==> src/rtl/instr_fetch_unit.sv <==
// Fetch-side master of the 16-bit instruction ROM: owns the PC and queues {pc+1, instr} pairs in a prefetch FIFO.
// Optional halt-on-zero fetch stop is enabled with FETCH_HALT_ON_ZERO_EN.
module instr_fetch_unit #(
    parameter int          DEPTH    = 2,
    parameter logic [15:0] RESET_PC = 16'h0000
) (
    input  logic        clk,
    input  logic        rst,
    output logic [15:0] imem_addr,
    input  logic [15:0] imem_data,
    input  logic        redirect_valid,
    input  logic [15:0] redirect_pc,
    output logic        out_valid,
    input  logic        out_ready,
    output logic [15:0] out_instr,
    output logic [15:0] out_pc_next,
    output logic        halted
);

    localparam int            PW   = (DEPTH > 1) ? $clog2(DEPTH) : 1;
    localparam int            CW   = PW + 1;
    localparam logic [CW-1:0] FULL = CW'(DEPTH);

    logic [15:0]   pc_q;
    logic [PW-1:0] rd_ptr;
    logic [PW-1:0] wr_ptr;
    logic [CW-1:0] count;
    logic          halted_q;
    logic [15:0]   instr_mem [DEPTH];
    logic [15:0]   pcn_mem   [DEPTH];

    logic pop;
    logic fetch;
    logic enq;
    logic halt_hit;

    assign out_valid = (count != '0);
    assign pop       = out_valid & out_ready;
    assign fetch     = !redirect_valid & !halted_q & ((count < FULL) | pop);

`ifdef FETCH_HALT_ON_ZERO_EN
    // An unprogrammed ROM word stops fetch instead of being queued.
    assign halt_hit = fetch & (imem_data == 16'h0000);
`else
    assign halt_hit = 1'b0;
`endif

    assign enq = fetch & !halt_hit;

    always_ff @(posedge clk or negedge rst) begin
        if (!rst) begin
            pc_q     <= RESET_PC;
            rd_ptr   <= '0;
            wr_ptr   <= '0;
            count    <= '0;
            halted_q <= 1'b0;
        end else if (redirect_valid) begin
            // Flush wins over any fetch or pop in the same cycle.
            pc_q     <= redirect_pc;
            rd_ptr   <= '0;
            wr_ptr   <= '0;
            count    <= '0;
            halted_q <= 1'b0;
        end else begin
            if (enq) begin
                pc_q   <= pc_q + 16'd1;
                wr_ptr <= wr_ptr + PW'(1);
            end
            if (pop) begin
                rd_ptr <= rd_ptr + PW'(1);
            end
            count <= count + CW'(enq) - CW'(pop);
            if (halt_hit) begin
                halted_q <= 1'b1;
            end
        end
    end

    always_ff @(posedge clk) begin
        if (enq) begin
            instr_mem[wr_ptr] <= imem_data;
            pcn_mem[wr_ptr]   <= pc_q + 16'd1;
        end
    end

    assign imem_addr   = pc_q;
    assign out_instr   = out_valid ? instr_mem[rd_ptr] : 16'h0000;
    assign out_pc_next = out_valid ? pcn_mem[rd_ptr] : 16'h0000;
    assign halted      = halted_q;

endmodule

==> config.mk <==
export PLATFORM = sky130hd
export DESIGN_NAME = instr_fetch_unit
export DESIGN_NICKNAME = d
export VERILOG_FILES = /design/src/rtl/instr_fetch_unit.sv
export SDC_FILE = /design/constraint.sdc
export NUM_CORES = 1
export LEC_CHECK = 0
export ABC_CLOCK_PERIOD_IN_PS = 7500
export CORE_UTILIZATION = 40
export DETAILED_ROUTE_END_ITERATION = 12
export GPL_TIMING_DRIVEN = 0
export PLACE_DENSITY = 0.68
export SYNTH_ARGS = -nofsm -noshare
export SYNTH_HDL_FRONTEND = slang
export SYNTH_SLANG_ARGS = --single-unit
==> constraint.sdc <==
create_clock -name clk -period 7.5 [get_ports clk]
set_input_delay 0.75 -clock clk [delete_from_list [all_inputs] [get_ports clk]]
set_output_delay 0.75 -clock clk [all_outputs]
set_load 0.03 [all_outputs]
# Yosys cells after proc, flatten, opt, wreduce, memory -nomap -nowiden
# Memory sizes are Yosys's and may differ from the RTL's.
# Index checks and enable logic that the tools add are counted.
# totals
ff_bits	20
inputBits	36
word_cells	30
n_memories	2
output_inout_bits	50
ramBits	64
# classes
n_mux	11
n_lt_le_gt_ge	1
n_reduce_logical	4
n_bitwise	3
n_addsub	5
# mem_list
name	depth	width	rd	rd_clocked_by_memory_dff	wr	line	text
instr_mem	2	16	1	0	1	29	logic [15:0] instr_mem [DEPTH];
pcn_mem	2	16	1	0	1	30	logic [15:0] pcn_mem [DEPTH];
# ops
op	n
2-to-1 mux 16 bit	4
adder 16 x 1 -> 16 bit (second input constant)	1
2-to-1 mux 1 bit	6
nonzero test 2 bit	3
adder 1 bit (second input constant)	2
adder 2 x 1 -> 2 bit	1
bitwise AND 1 bit	2
< comparator 2 bit (second input constant)	1
2-to-1 mux 2 bit	1
subtractor 2 x 1 -> 2 bit	1
logical NOT 1 bit	1
OR 1 bit	1

# Logic depth before layout (Yosys ltp)
# depth
depth_word	7
ltp_mapped	9
mapped_depth_nobuf	8

# Worst setup path after synthesis
# OpenSTA, ideal clock, no wires.
# synth_path
path_type	input to register
from	input redirect_valid
to	memory instr_mem[0][0] (enable)
required_time_ns	7.079
path_stages	5
arrival_ns	2.718
slack_ns	4.361
n_path_buf	2
cell_sequence	clkbuf_1 -> inv_1 -> clkbuf_1 -> nand2_1 -> nor2_1
# synth_via
elab_chain_cells	4
# synth_rtl
element	line	text
from (decl)	11	input logic redirect_valid,
logical NOT 1 bit	39	assign fetch = !redirect_valid & !halted_q & ((count < FULL) | pop);
bitwise AND 1 bit	39	
2-to-1 mux 1 bit	80	if (enq) begin
2-to-1 mux 1 bit (implied by the code)	81	instr_mem[wr_ptr] <= imem_data;
to (decl)	29	
# Every way passes these cells.

# Worst setup path in the final report
# layout_path
from	register count[1]
to	output out_pc_next[9]
# layout_via
elab_chain_cells	2
# layout_rtl
element	line	text
from (decl)	27	logic [CW-1:0] count;
from (signal assigned)	72	count <= count + CW'(enq) - CW'(pop);
nonzero test 2 bit	37	assign out_valid = (count != '0);
2-to-1 mux 16 bit	88	assign out_pc_next = out_valid ? pcn_mem[rd_ptr] : 16'h0000;
to (decl)	16	output logic [15:0] out_pc_next,
# Every way passes these cells.

==> impl_metrics.toml <==
[layout]
mostFrequentLayoutCells = "84 x clkdlybuf4s50_1, 64 x edfxtp_1, 45 x nor2_1"
diodes = 0
drive_gt1_share_pct = 6.853
area_delta_synth_final_pct = 32.55
nNetsFinal = 428
final_common_cell = "clkdlybuf4s50_1"

[timing]
slew_headroom_pct = 36.88
tightest_slew_ns = 0.9438
setup_viol = 0
maxSlewViolCount = 0
hold_violations = 0
rsz0062_at_grt = "no"
skew_ns = 0.01011
max_freq_ghz = 0.3251
min_period_over_period_pct = 41.01
worst_hold_slack_ns = 0.6215
finalSetupTns_ns = 0
fin_crit_ns = 3.076

[clocking]
post-cts-setup-buffers = 0
clockRootBuffer = "clkbuf_8"
cts_hold_buf = 0
cts.repair.resized = 0
cts_tree = "yes"
cts_htree_levels = 3
clock_path_buffers = 2
clk_pin_slew_worst_paths_ns = 0.09
clock_sinks = 84
clock_latency_ns = 0.35
numCtsBuffers = 9

[placement]
numPortBuffers = 84
dp_hpwl_um = 5214
finalWeightedCongestion = 0.7935

[synth]
syn-cell-area_um2 = 3717
synthSimpleGateAreaFrac_pct = 13.06
synth_compound_area_share_pct = 2.928
netlist.area_leader.share_pct = 51.70
synth_area_leaders = "edfxtp_1 52%, dfrtp_1 13%, mux2i_1 8.9%"
synth-seq-cells = 84
ys_seq_area_share_pct = 65.16
yosys.area_share.adder_pct = 1.010
synth_top_cell_by_area = "edfxtp_1"
yosys-mux-area-fraction_pct = 8.886
synth-xor-area-share_pct = 6.361
syn-instance-count = 293
synth_top_family_by_area = "simple AND/OR/NAND/NOR gates"
yosysWarnings = 0
synthesis.nets = 332
netlist-cell-type-count = 30
synth_area_per_cell_um2 = 12.69

[die]
core-area_um2 = 8848
initial_core_util_pct = 42.01
dieHeight_um = 98.40
die_area_um2 = 9683
ios = 86
die_x_um = 98.40
row_count = 34

[grt]
grtUsageTotal_pct = 16.39
grt_max_degree = 33
grt_first_pass_wirelength_um = 12050
grt_pass1_vias = 2473
grt_antenna_before_repair = 0
grt-ovfl-total = 0

[critical_path]
crit_arrival_ns = 2.33
end_kind = "output pin"
rr_worst_depth = 8
cp.required_ns = 6.75
start_kind = "register"
critical_path_class = "register to output pin"
crit_fanout = 10

[drt]
routed_wl_um = 7438
vias = 2474
dr.pass1.iters = 11
postRouteAntennaNets = 0
drcViolationCount = 5
viasPerCell = 4.928
dr.first_iter.drc_count = 85
wl_per_cell_um = 14.82

[power]
power.static_leakage_uw = 0.001738
ir_drop_mv = 0.1634
pwr_density_cell_nw_per_um2 = 323.2

[status]
violations = "DRC"
status = "finished, violations left"

[job]
max_cap_violations = 0

[hold_path]
hold_depth = 2
min_path_type = "register to register"
==> registers in the layout, indices dropped and copies added (netlist names) <==
register and flops:
rd_ptr 1, wr_ptr 1, pcn_mem 32, imem_addr 16
count 2, instr_mem 32
==> cells by family (layout without fill, tap and decap cells) <==
| group | Yosys count | after routing |
|---|---|---|
| buffers and inverters | 22 | 123 |
| XOR/XNOR | 27 | 27 |
| adder cells (fa/ha/maj) | 3 | 3 |
| flip-flops | 84 | 84 |
| AND/OR/NAND/NOR | 104 | 104 |
| AO/OA/AOI/OAI | 19 | 19 |
| multiplexers | 33 | 33 |
| other | 1 | 1 |
==> layout make-up <==
| cell class | count | area [um2] |
|---|---|---|
| Fill cell | 765 | 3921 |
| Sequential cell | 84 | 2422 |
| Multi-Input combinational cell | 187 | 1211 |
| Timing Repair Buffer | 85 | 868.3 |
| Tap cell | 108 | 135.1 |
| Clock buffer | 9 | 123.9 |
| Buffer | 18 | 77.57 |
| Clock inverter | 7 | 73.82 |
| Inverter | 4 | 15.01 |
==> report_power, final <==
| part | internal [uW] | total (uW) | switching [uW] |
|---|---|---|---|
| Clock | 156 | 323 | 166 |
| Combinational | 265 | 655 | 390 |
| Sequential | 582 | 614 | 32.5 |
==> per-layer routing <==
layer	routed length [um]	GRT usage (%)
met5	0	0
met1	3389	21.02
met3	395	3.651
met2	3557	27.25
met4	95	6.200
==> cell usage after synthesis <==
cell type  count
nand2b_1       1
buf_2          5
xor2_1         9
or3_4          2
nor3_1         3
nor2b_1        2
a31oi_1        3
mux2i_1       33
and2_1         1
and4_1         2
nor2_1        46
xnor2_1       18
o211ai_1       3
o21ai_0       12
dfrtp_1       20
nand2_1       22
or3_1          5
nand4_1        1
nor4_1         2
nand3_1       11
edfxtp_1      64
and3_1         1
or4_1          4
buf_4          1
inv_1          4
o31ai_1        1
conb_1         1
clkbuf_1      12
nor4b_1        1
ha_1           3
==> worst max-delay path, stage by stage (launching register included) <==
cell and delay [ns]:
dfrtp_1 0.44, nor2_1 0.36, clkbuf_1 0.42, nor2_1 0.10, clkdlybuf4s50_1 0.65
==> worst paths after layout <==
check,start,to,slack [ns]
max,count[1],out_pc_next[9],4.42
min,count[0],count[0],0.62
max reg2reg,count[1],count[1],5.51
min reg2reg,count[0],count[0],0.62
max in group asynchronous,rst,rd_ptr,6.00
min in group asynchronous,rst,imem_addr[6],0.92
==> stage by stage <==
step | setup slack, ns | instances | instance area [um2] | util [%] | total power [uW]
after floorplan | 4.361 | 293 | 3717 | - | 1022
final | 4.424 | 502 | 4927 | 55.68 | 1592
after global routing | 4.182 | 502 | 4927 | 55.68 | 1673
after detailed placement | 4.316 | 486 | 4730 | 53.45 | 1289
after global placement | 2.821 | 485 | 4693 | 53.04 | 1272
after CTS | 4.367 | 502 | 4927 | 55.68 | 1611
(Power assumes the default switching activity.)
